===== src/rtl/bullet_sched_pkg.sv =====
// Shared types and constants for the two-player bullet slot scheduler.
// Slot lifecycle, player identity and facing direction live here so every file agrees on encodings.
package bullet_sched_pkg;

    typedef enum logic [1:0] {
        FREE   = 2'd0,
        LAUNCH = 2'd1,
        ARM    = 2'd2,
        FLIGHT = 2'd3
    } slot_state_t;

    typedef enum logic {
        PLAYER1 = 1'b0,
        PLAYER2 = 1'b1
    } player_t;

    typedef enum logic [1:0] {
        LEFT  = 2'd0,
        RIGHT = 2'd1,
        DOWN  = 2'd2,
        UP    = 2'd3
    } dir_t;

    localparam logic [7:0] DEF_P1_FIRE_KEY = 8'd44;
    localparam logic [7:0] DEF_P2_FIRE_KEY = 8'd88;

    function automatic player_t other_player(input player_t p);
        return (p == PLAYER1) ? PLAYER2 : PLAYER1;
    endfunction

endpackage


===== src/rtl/bullet_slot_fsm.sv =====
// One bullet slot: FREE -> LAUNCH -> ARM -> FLIGHT -> FREE occupancy tracker.
// Owner and direction are captured on grant and held until the slot is granted again.
module bullet_slot_fsm
    import bullet_sched_pkg::*;
(
    input  logic        i_clk,
    input  logic        i_rst,
    input  logic        i_grant,
    input  player_t     i_grant_owner,
    input  dir_t        i_grant_dir,
    input  logic        i_slot_busy,
    output logic        o_launch,
    output slot_state_t o_state,
    output player_t     o_owner,
    output dir_t        o_dir
);

    slot_state_t r_state;
    slot_state_t w_next;
    logic        r_arm_cnt;
    logic        w_arm_cnt_next;
    player_t     r_owner;
    dir_t        r_dir;

    always_ff @(posedge i_clk or posedge i_rst) begin
        if (i_rst) begin
            r_state   <= FREE;
            r_arm_cnt <= 1'b0;
            r_owner   <= PLAYER1;
            r_dir     <= LEFT;
        end else begin
            r_state   <= w_next;
            r_arm_cnt <= w_arm_cnt_next;
            if (i_grant && (r_state == FREE)) begin
                r_owner <= i_grant_owner;
                r_dir   <= i_grant_dir;
            end
        end
    end

    // ARM gives the datapath two frames to raise busy before the slot is reclaimed
    always_comb begin
        w_next         = r_state;
        w_arm_cnt_next = 1'b0;
        case (r_state)
            FREE:    if (i_grant) w_next = LAUNCH;
            LAUNCH:  w_next = ARM;
            ARM: begin
                if (i_slot_busy)    w_next = FLIGHT;
                else if (r_arm_cnt) w_next = FREE;
                else                w_arm_cnt_next = 1'b1;
            end
            FLIGHT:  if (!i_slot_busy) w_next = FREE;
            default: w_next = FREE;
        endcase
    end

    always_comb begin
        o_launch = (r_state == LAUNCH);
        o_state  = r_state;
        o_owner  = r_owner;
        o_dir    = r_dir;
    end

endmodule


===== src/rtl/bullet_slot_scheduler.sv =====
// Two-player bullet slot arbiter: edge-detects fire keys, applies cooldown and in-flight limits,
// and hands the lowest free slots to eligible players with a toggling tie-break priority.
module bullet_slot_scheduler
    import bullet_sched_pkg::*;
#(
    parameter int         NUM_SLOTS       = 4,
    parameter int         MAX_PER_PLAYER  = 2,
    parameter int         COOLDOWN_FRAMES = 8,
    parameter logic [7:0] P1_FIRE_KEY     = DEF_P1_FIRE_KEY,
    parameter logic [7:0] P2_FIRE_KEY     = DEF_P2_FIRE_KEY
) (
    input  logic                           frame_clk,
    input  logic                           Reset,
    input  logic [7:0]                     keycode0,
    input  logic [7:0]                     keycode1,
    input  logic [1:0]                     dir1,
    input  logic [1:0]                     dir2,
    input  logic [NUM_SLOTS-1:0]           slot_busy,
    output logic [NUM_SLOTS-1:0]           launch,
    output logic [NUM_SLOTS-1:0]           slot_owner,
    output logic [2*NUM_SLOTS-1:0]         slot_dir,
    output logic [$clog2(NUM_SLOTS+1)-1:0] inflight1,
    output logic [$clog2(NUM_SLOTS+1)-1:0] inflight2,
    output logic                           fire_denied1,
    output logic                           fire_denied2
);

    localparam int CNT_W = $clog2(NUM_SLOTS + 1);
    localparam int CD_W  = (COOLDOWN_FRAMES > 0) ? $clog2(COOLDOWN_FRAMES + 1) : 1;
    localparam logic [CNT_W-1:0] MAX_CNT = CNT_W'(MAX_PER_PLAYER);
    localparam logic [CD_W-1:0]  CD_LOAD = CD_W'(COOLDOWN_FRAMES);

    logic             r_prev1, r_prev2;
    logic [CD_W-1:0]  r_cd1, r_cd2;
    logic             r_denied1, r_denied2;
    player_t          r_prio;

    logic                 w_req1, w_req2;
    logic                 w_elig1, w_elig2, w_contest;
    logic                 w_gnt1, w_gnt2;
    logic [NUM_SLOTS-1:0] w_free, w_first_oh, w_second_oh;
    logic                 w_first_found, w_second_found;
    logic [NUM_SLOTS-1:0] w_g1_oh, w_g2_oh, w_grant;
    logic [CNT_W-1:0]     w_inflight1, w_inflight2;

    slot_state_t w_state     [NUM_SLOTS];
    player_t     w_owner     [NUM_SLOTS];
    player_t     w_gnt_owner [NUM_SLOTS];
    dir_t        w_dir       [NUM_SLOTS];
    dir_t        w_gnt_dir   [NUM_SLOTS];

    function automatic logic [CD_W-1:0] cd_next(input logic [CD_W-1:0] cur, input logic load);
        if (load)            return CD_LOAD;
        else if (cur != '0)  return cur - CD_W'(1);
        else                 return '0;
    endfunction

    assign w_req1 = ((keycode0 == P1_FIRE_KEY) || (keycode1 == P1_FIRE_KEY)) && !r_prev1;
    assign w_req2 = ((keycode0 == P2_FIRE_KEY) || (keycode1 == P2_FIRE_KEY)) && !r_prev2;

    always_comb begin
        w_first_oh     = '0;
        w_second_oh    = '0;
        w_first_found  = 1'b0;
        w_second_found = 1'b0;
        for (int i = 0; i < NUM_SLOTS; i++) begin
            if (w_free[i]) begin
                if (!w_first_found) begin
                    w_first_oh[i] = 1'b1;
                    w_first_found = 1'b1;
                end else if (!w_second_found) begin
                    w_second_oh[i] = 1'b1;
                    w_second_found = 1'b1;
                end
            end
        end
    end

    always_comb begin
        w_inflight1 = '0;
        w_inflight2 = '0;
        for (int i = 0; i < NUM_SLOTS; i++) begin
            if (w_state[i] != FREE) begin
                if (w_owner[i] == PLAYER2) w_inflight2 = w_inflight2 + CNT_W'(1);
                else                       w_inflight1 = w_inflight1 + CNT_W'(1);
            end
        end
    end

    assign w_elig1 = w_req1 && (r_cd1 == '0) && (w_inflight1 < MAX_CNT) && w_first_found;
    assign w_elig2 = w_req2 && (r_cd2 == '0) && (w_inflight2 < MAX_CNT) && w_first_found;

    // With a single free slot the loser's second pick is empty, which is what denies it
    always_comb begin
        w_g1_oh   = '0;
        w_g2_oh   = '0;
        w_contest = 1'b0;
        if (w_elig1 && w_elig2) begin
            w_contest = 1'b1;
            if (r_prio == PLAYER1) begin
                w_g1_oh = w_first_oh;
                w_g2_oh = w_second_oh;
            end else begin
                w_g2_oh = w_first_oh;
                w_g1_oh = w_second_oh;
            end
        end else if (w_elig1) begin
            w_g1_oh = w_first_oh;
        end else if (w_elig2) begin
            w_g2_oh = w_first_oh;
        end
    end

    assign w_gnt1  = |w_g1_oh;
    assign w_gnt2  = |w_g2_oh;
    assign w_grant = w_g1_oh | w_g2_oh;

    always_ff @(posedge frame_clk or posedge Reset) begin
        if (Reset) begin
            r_prev1   <= 1'b1;
            r_prev2   <= 1'b1;
            r_cd1     <= '0;
            r_cd2     <= '0;
            r_denied1 <= 1'b0;
            r_denied2 <= 1'b0;
            r_prio    <= PLAYER1;
        end else begin
            r_prev1   <= (keycode0 == P1_FIRE_KEY) || (keycode1 == P1_FIRE_KEY);
            r_prev2   <= (keycode0 == P2_FIRE_KEY) || (keycode1 == P2_FIRE_KEY);
            r_cd1     <= cd_next(r_cd1, w_gnt1);
            r_cd2     <= cd_next(r_cd2, w_gnt2);
            r_denied1 <= w_req1 && !w_gnt1;
            r_denied2 <= w_req2 && !w_gnt2;
            if (w_contest) r_prio <= other_player(r_prio);
        end
    end

    for (genvar gi = 0; gi < NUM_SLOTS; gi++) begin : g_slot
        assign w_gnt_owner[gi] = w_g2_oh[gi] ? PLAYER2 : PLAYER1;
        assign w_gnt_dir[gi]   = w_g2_oh[gi] ? dir_t'(dir2) : dir_t'(dir1);

        bullet_slot_fsm u_fsm (
            .i_clk         (frame_clk),
            .i_rst         (Reset),
            .i_grant       (w_grant[gi]),
            .i_grant_owner (w_gnt_owner[gi]),
            .i_grant_dir   (w_gnt_dir[gi]),
            .i_slot_busy   (slot_busy[gi]),
            .o_launch      (launch[gi]),
            .o_state       (w_state[gi]),
            .o_owner       (w_owner[gi]),
            .o_dir         (w_dir[gi])
        );

        assign w_free[gi]          = (w_state[gi] == FREE);
        assign slot_owner[gi]      = w_owner[gi];
        assign slot_dir[2*gi +: 2] = w_dir[gi];
    end

    assign inflight1    = w_inflight1;
    assign inflight2    = w_inflight2;
    assign fire_denied1 = r_denied1;
    assign fire_denied2 = r_denied2;

endmodule


===== config.mk =====
export PLATFORM = sky130hd
export DESIGN_NAME = bullet_slot_scheduler
export DESIGN_NICKNAME = d
export VERILOG_FILES = /design/src/rtl/bullet_sched_pkg.sv /design/src/rtl/bullet_slot_fsm.sv /design/src/rtl/bullet_slot_scheduler.sv
export SDC_FILE = /design/constraint.sdc
export NUM_CORES = 1
export LEC_CHECK = 0
export ABC_CLOCK_PERIOD_IN_PS = 6820
export CORE_MARGIN = 3
export CORE_UTILIZATION = 50
export DETAILED_ROUTE_END_ITERATION = 7
export PLACE_DENSITY_LB_ADDON = 0.15
export SLEW_MARGIN = 0
export SYNTH_ARGS = -nofsm -noshare
export SYNTH_HDL_FRONTEND = slang
export SYNTH_HIERARCHICAL = 1
export SYNTH_SLANG_ARGS = --single-unit

===== constraint.sdc =====
create_clock -name frame_clk -period 6.82 [get_ports frame_clk]
set_input_delay 1.023 -clock frame_clk [delete_from_list [all_inputs] [get_ports frame_clk]]
set_output_delay 1.023 -clock frame_clk [all_outputs]
set_load 0.005 [all_outputs]

### Word-level counts from Yosys, hierarchy flattened

Index checks and enable logic that the tools add are counted.

| storage, ports and cells | value |
|---|---|
| bits in registers | 37 |
| input bits | 26 |
| logic and storage cells | 190 |
| output and inout port bits | 24 |

| operators by class | value |
|---|---|
| $lt $le $gt $ge | 2 |
| muxes and demuxes | 89 |
| reductions and logical operators | 39 |
| eq/ne operators | 28 |
| $add $sub $neg | 8 |
| bitwise operators | 1 |

Operators by type and width:

| operator | count |
|---|---|
| 2-to-1 mux 4 bit | 11 |
| 2-to-1 mux 1 bit | 42 |
| 2-to-1 mux 2 bit | 20 |
| 2-to-1 mux 3 bit | 12 |
| one-hot mux 2 bit (4 select lines) | 4 |
| adder 3 x 1 -> 3 bit, second input constant | 6 |
| == test 2 bit, second input constant | 8 |
| == test 8 x 6 -> 1 bit, second input constant | 2 |
| == test 8 x 7 -> 1 bit, second input constant | 2 |
| logical AND 1 bit | 15 |
| != test 3 x 2 -> 1 bit, second input constant | 4 |
| AND reduction 3 bit | 4 |
| == test 2 x 1 -> 1 bit, second input constant | 4 |
| logical NOT 2 bit | 4 |
| logical NOT 4 bit | 2 |
| != test 2 x 1 -> 1 bit, second input constant | 4 |
| != test 2 bit, second input constant | 4 |
| nonzero test 2 bit | 4 |
| nonzero test 4 bit | 2 |
| OR reduction 4 bit | 2 |
| subtractor 4 x 1 -> 4 bit, second input constant | 2 |
| < comparator 3 x 2 -> 1 bit, second input constant | 2 |
| logical NOT 1 bit | 4 |
| OR 4 bit | 1 |
| logical OR 1 bit | 2 |

### Logic depth before layout (Yosys ltp)

| depth | value |
|---|---|
| depth after elaboration | 20 |
| depth in mapped cells | 20 |
| gate-level depth less buffers | 20 |

### Modules after synthesis

Netlist, hierarchy kept.

Modules (own cells, without submodules):

| module | cells an instance | area an instance (µm²) | sequential area each (µm²) | instances |
|---|---|---|---|---|
| bullet_slot_scheduler | 168 | 1422.6 | 327.8 | 1 |
| bullet_slot_fsm | 16 | 249.0 | 150.1 | 4 |

### Worst setup path before layout

Ideal clock, no wire load.

| timing | value |
|---|---|
| kind | flip-flop to flip-flop |
| start point | reg g_slot[0].u_fsm.r_state[1] |
| end point | reg g_slot[3].u_fsm.r_dir[0] |
| required time | 6695 ps |
| path buffers | 0 |
| cell stages (with the launch flop) | 20 |
| path slack | 2245 ps |
| library setup time | 125 ps |
| clock period less this slack | 4575 ps |
| arrival time | 4450 ps |
| cells stage by stage | dfrtp_1 nor2_1 inv_1 nand2_1 inv_1 ha_1 nand2_1 o21ai_0 ha_1 o211ai_1 o21ai_0 ha_1 or2_2 a221oi_1 nand2_1 or3_1 a211o_2 nand2b_1 nor3b_4 mux2_2 |

| on the way | value |
|---|---|
| word-level cells in the longest chain between the ends | 19 |
| elaborated cells on any way between the ends | 52 |
| those cells by class | add/sub: 6; order compare: 2; mux: 35; bitwise: 1; reduce/logical: 8 |

RTL lines:

| item | RTL line | text |
|---|---|---|
| start: declaration | bullet_slot_fsm.sv:18 | `slot_state_t r_state;` |
| start signal: assignment | bullet_slot_fsm.sv:32 | `r_state <= w_next;` |
| nonzero test 2 bit | bullet_slot_scheduler.sv:83 | `if (w_state[i] != FREE) begin` |
| 2-to-1 mux 1 bit | bullet_slot_scheduler.sv:83 |  |
| adder 3 x 1 -> 3 bit | bullet_slot_scheduler.sv:84 | `if (w_owner[i] == PLAYER2) w_inflight2 = w_inflight2 + CNT_W'(1);` |
| 2-to-1 mux 3 bit | bullet_slot_scheduler.sv:84 |  |
| 2-to-1 mux 3 bit | bullet_slot_scheduler.sv:83 |  |
| adder 3 x 1 -> 3 bit | bullet_slot_scheduler.sv:84 |  |
| 2-to-1 mux 3 bit | bullet_slot_scheduler.sv:84 |  |
| 2-to-1 mux 3 bit | bullet_slot_scheduler.sv:83 |  |
| (+3 left out) | n/a |  |
| < comparator 3 x 2 -> 1 bit | bullet_slot_scheduler.sv:91 | `assign w_elig2 = w_req2 && (r_cd2 == '0) && (w_inflight2 < MAX_CNT) && w_first_found;` |
| logical AND 1 bit (2 in series) | bullet_slot_scheduler.sv:91 |  |
| 2-to-1 mux 4 bit | bullet_slot_scheduler.sv:109 | `end else if (w_elig2) begin` |
| 2-to-1 mux 4 bit | bullet_slot_scheduler.sv:107 | `end else if (w_elig1) begin` |
| 2-to-1 mux 4 bit | bullet_slot_scheduler.sv:98 | `if (w_elig1 && w_elig2) begin` |
| OR 4 bit * | bullet_slot_scheduler.sv:116 | `assign w_grant = w_g1_oh \| w_g2_oh;` |
| via w_grant[3] | bullet_slot_scheduler.sv:43 | `logic [NUM_SLOTS-1:0] w_g1_oh, w_g2_oh, w_grant;` |
| logical AND 1 bit * | bullet_slot_fsm.sv:34 | `if (i_grant && (r_state == FREE)) begin` |
| end signal: assignment | bullet_slot_fsm.sv:36 | `r_dir <= i_grant_dir;` |
| end: declaration | bullet_slot_fsm.sv:23 | `dir_t r_dir;` |

Mark *: on every way through the listed nets, which the timed path passes. The rest lies on a longest branch.
A chain may end at the register's enable or synchronous reset.

### Worst setup path in the final report

Same ends and word-level chain as after synthesis.

==> impl_metrics.yaml <==
sta:
  finalClockSkew_ns: 0.00373
  fmax_mhz: 191
  setup_viol: 0
  max_slew.worst_pin.slew_ns: 0.685
  timing.hold.ws_ns: 0.423
  maxSlewViolCount: 0
  finalCritPeriodShare_pct: 76.8
  final.min_clock_period_ns: 5.24
  slew_headroom_pct: 53.2
  rsz0062_at_grt: "no"
  setup_tns_ns: 0
  hold_viol_final: 0
clocking:
  clk_path_buf_depth: 2
  cts_setup_buffers: 0
  root_buffer: "clkbuf_8"
  cts_resized: 0
  postCtsHoldBufs: 0
  clk_pin_slew_worst_paths_ns: 0.07
  cts_buffers: 5
  clk_latency_ns: 0.29
  cts_tree: "built"
  clock_sinks: 37
  cts-htree-levels: 2
worst_setup_path:
  worstSetupPathType: "flop to flop"
  crit_path_start: "g_slot[0].u_fsm/o_state[1]"
  cp_max_fo: 8
  start_kind: "flop"
  r2r_start: "g_slot[0].u_fsm/o_state[1]"
  crit_family: "simple AND/OR/NAND/NOR gates"
  cpMaxStageDelayCell: "a221oi_1"
  cp_data_arrival_time_ns: 5.41
  cp-end-kind: "flop"
  crit_required_ns: 7.00
  worst-path-buf-inv: 2
  cp_cell_sequence: "nor2_1 -> inv_1 -> nand2_1 -> inv_1 -> ha_1 -> nand2_1 -> o21ai_0 -> ha_1 -> o211ai_1 -> o21ai_0 -> ha_1 -> or2_2 -> a221oi_1 -> nand2_1 -> or3_1 -> a211o_2 -> nand2b_1 -> nor3b_4 -> mux2_2"
  slowest_delay_ns: 0.56
cells_and_area:
  final_cell_area_um2: 3050
  diodes: 0
  final_nets: 322
  areaGrowthSynthToFinish_pct: 26.0
  layout-drive-gt1-share_pct: 21.4
  postLayoutCoreUtil_pct: 67.7
  multiInputGateArea_um2: 1400
  final.fill_count: 382
  seq_area_um2: 928
power:
  finalPower_mw: 0.943
  seq_power_share_pct: 35.2
  comb_power_share_pct: 48.5
  clock_power_share_pct: 16.2
  power_density_nw_per_um2: 309
  netSwitchingPower_mw: 0.350
  power.internal_mw: 0.593
  swShare_pct: 37.1
  peakVddDrop_mv: 0.194
  leakage_nw: 1.38
routing:
  drt-vias-per-instance: 5.80
  vias: 1956
  wl_per_cell_um: 15.6
  final_antenna_net_count: 0
  dr.pass1.iters: 4
  drc: 0
  drt_iter0_drc: 94
  wirelength_um: 5250
floorplanning:
  dieWidth_um: 75.6
  rows: 24
  die-area_um2: 5710
  boundaryPins: 50
  core_area_um2: 4500
  start_util_pct: 53.7
  die_h_um: 75.6
placement:
  io_buffers: 49
  gp_congestion: 0.868
  hpwl_um: 4240
  placed_area_um2: 2960
synthesis:
  synthFlopType: "dfrtp_1"
  syn_nets: 269
  post_synth_num_cell_types: 52
  synth_seq_cells: 37
  synth_area_per_cell_um2: 10.4
  synthArstFlopShare_pct: 100
  syn_inst: 232
  yosysSeqAreaShare_pct: 38.4
  yosysWarnings: 6
  syn_area_um2: 2420
  synth_edf_count: 0
grt:
  grt_pass1_wl_um: 8710
  antenna_found_initial: 0
  grt_pass1_vias: 1881
  grt_max_degree: 14
  grtUsageTotal_pct: 20.2
  grt-ovfl-total: 0
min_path:
  worstHoldPathType: "flop to flop"
  worstHoldStart: "r_cd1[0]"
outcome:
  status: "completed"
run:
  drv_cap: 0
[cell usage after synthesis, types with 5 or more instances]
cell type / count / area (um2)
inv_1: 20 / 75.1
mux2_2: 18 / 203
nor4b_1: 7 / 61.3
ha_1: 11 / 138
dfrtp_1: 35 / 876
o21ai_0: 7 / 35.0
or2_2: 6 / 37.5
nor3_1: 11 / 55.1
nor2_1: 14 / 52.6
nand4_1: 7 / 43.8
nand3_1: 6 / 30.0
xnor2_1: 5 / 43.8
nand2_1: 6 / 22.5
a21o_2: 8 / 70.1
[flip-flops by register name, indices dropped and copies added, names as in the netlist]
name	count
r_cd2	4
g_slot.u_fsm/o_owner	4
g_slot.u_fsm/o_state	8
r_prev1	1
r_prio	1
r_prev2	1
fire_denied1	1
fire_denied2	1
g_slot.u_fsm/r_arm_cnt	4
r_cd1	4
g_slot.u_fsm/o_dir	8
[placed cells by master, fill, tap and decap left out, types with 6 or more instances in the layout]
master,count
nand4_1,7
nand2_1,6
ha_1,11
nor3_1,11
nand3_1,6
dfrtp_1,35
or2_2,6
a21o_2,8
inv_1,20
clkbuf_8,6
nor2_1,14
nor4b_1,7
o21ai_0,7
mux2_2,18
clkdlybuf4s50_1,49
[power by group through the flow]
stage	Combinational, mW	Sequential, mW	Clock, mW
global route	0.512	0.340	0.165
finish	0.458	0.332	0.153
detailed placement	0.460	0.336	0
floorplan	0.318	0.320	0
global placement	0.448	0.334	0
CTS	0.461	0.332	0.158
[logic make-up after synthesis]
logic type,count (synthesis),share of synthesized area [%]
AND/OR/NAND/NOR,86,23.5
buffers and inverters,23,3.62
multiplexers,24,11.7
XOR/XNOR,6,2.17
flip-flops,37,38.4
adder cells (fa/ha/maj),11,5.69
AO/OA/AOI/OAI,45,14.9
[worst reg2reg max path, stage by stage, from the launching register on]
cell      delay [ns]
dfrtp_1         0.45
nor2_1          0.31
inv_1           0.14
nand2_1         0.11
inv_1           0.04
ha_1            0.26
nand2_1         0.05
o21ai_0         0.15
ha_1            0.31
o211ai_1        0.10
o21ai_0         0.15
ha_1            0.30
or2_2           0.31
a221oi_1        0.56
nand2_1         0.37
or3_1           0.43
a211o_2         0.38
nand2b_1        0.08
nor3b_4         0.25
mux2_2          0.36
[per-stage QoR]
step | worst slack [ns] | instances
global route | 1.17 | 337
global placement | 1.70 | 330
floorplan | 2.24 | 232
CTS | 1.62 | 337
detailed placement | 1.63 | 330
finish | 1.58 | 337
[area by class of cell]
class                      count  share of cell area (%)
sequential                    37                    30.5
clock buffer                   7                    2.83
multi-input combinational    172                    46.0
timing repair buffer          49                    16.1
inverter                      20                    2.46
tap                           52                    2.13
[per-layer routing]
metal / track usage (%) / routed length [um] / up-vias / share of wire (%)
met1: 26.3 / 2350 / 945 / 45
li1: - / - / 949 / -
met2: 33.0 / 2450 / 56 / 47
met4: 6.80 / 71 / 0 / 1.4
met3: 4.75 / 373 / 6 / 7.1
met5: 0 / 0 / - / 0
[final timing paths]
check / endpoint / slack [ns] / depth (start not counted)
max reg2reg: g_slot[3].u_fsm/o_dir[0] / 1.58 / 19
max: g_slot[3].u_fsm/o_dir[0] / 1.58 / 19
min reg2reg: r_cd1[0] / 0.42 / 1
min in group asynchronous: g_slot[3].u_fsm/o_owner / 1.15 / 2
min: r_cd1[0] / 0.42 / 1
max in group asynchronous: r_prev1 / 5.20 / 2
Note: power is estimated with default switching activity, not from simulation.
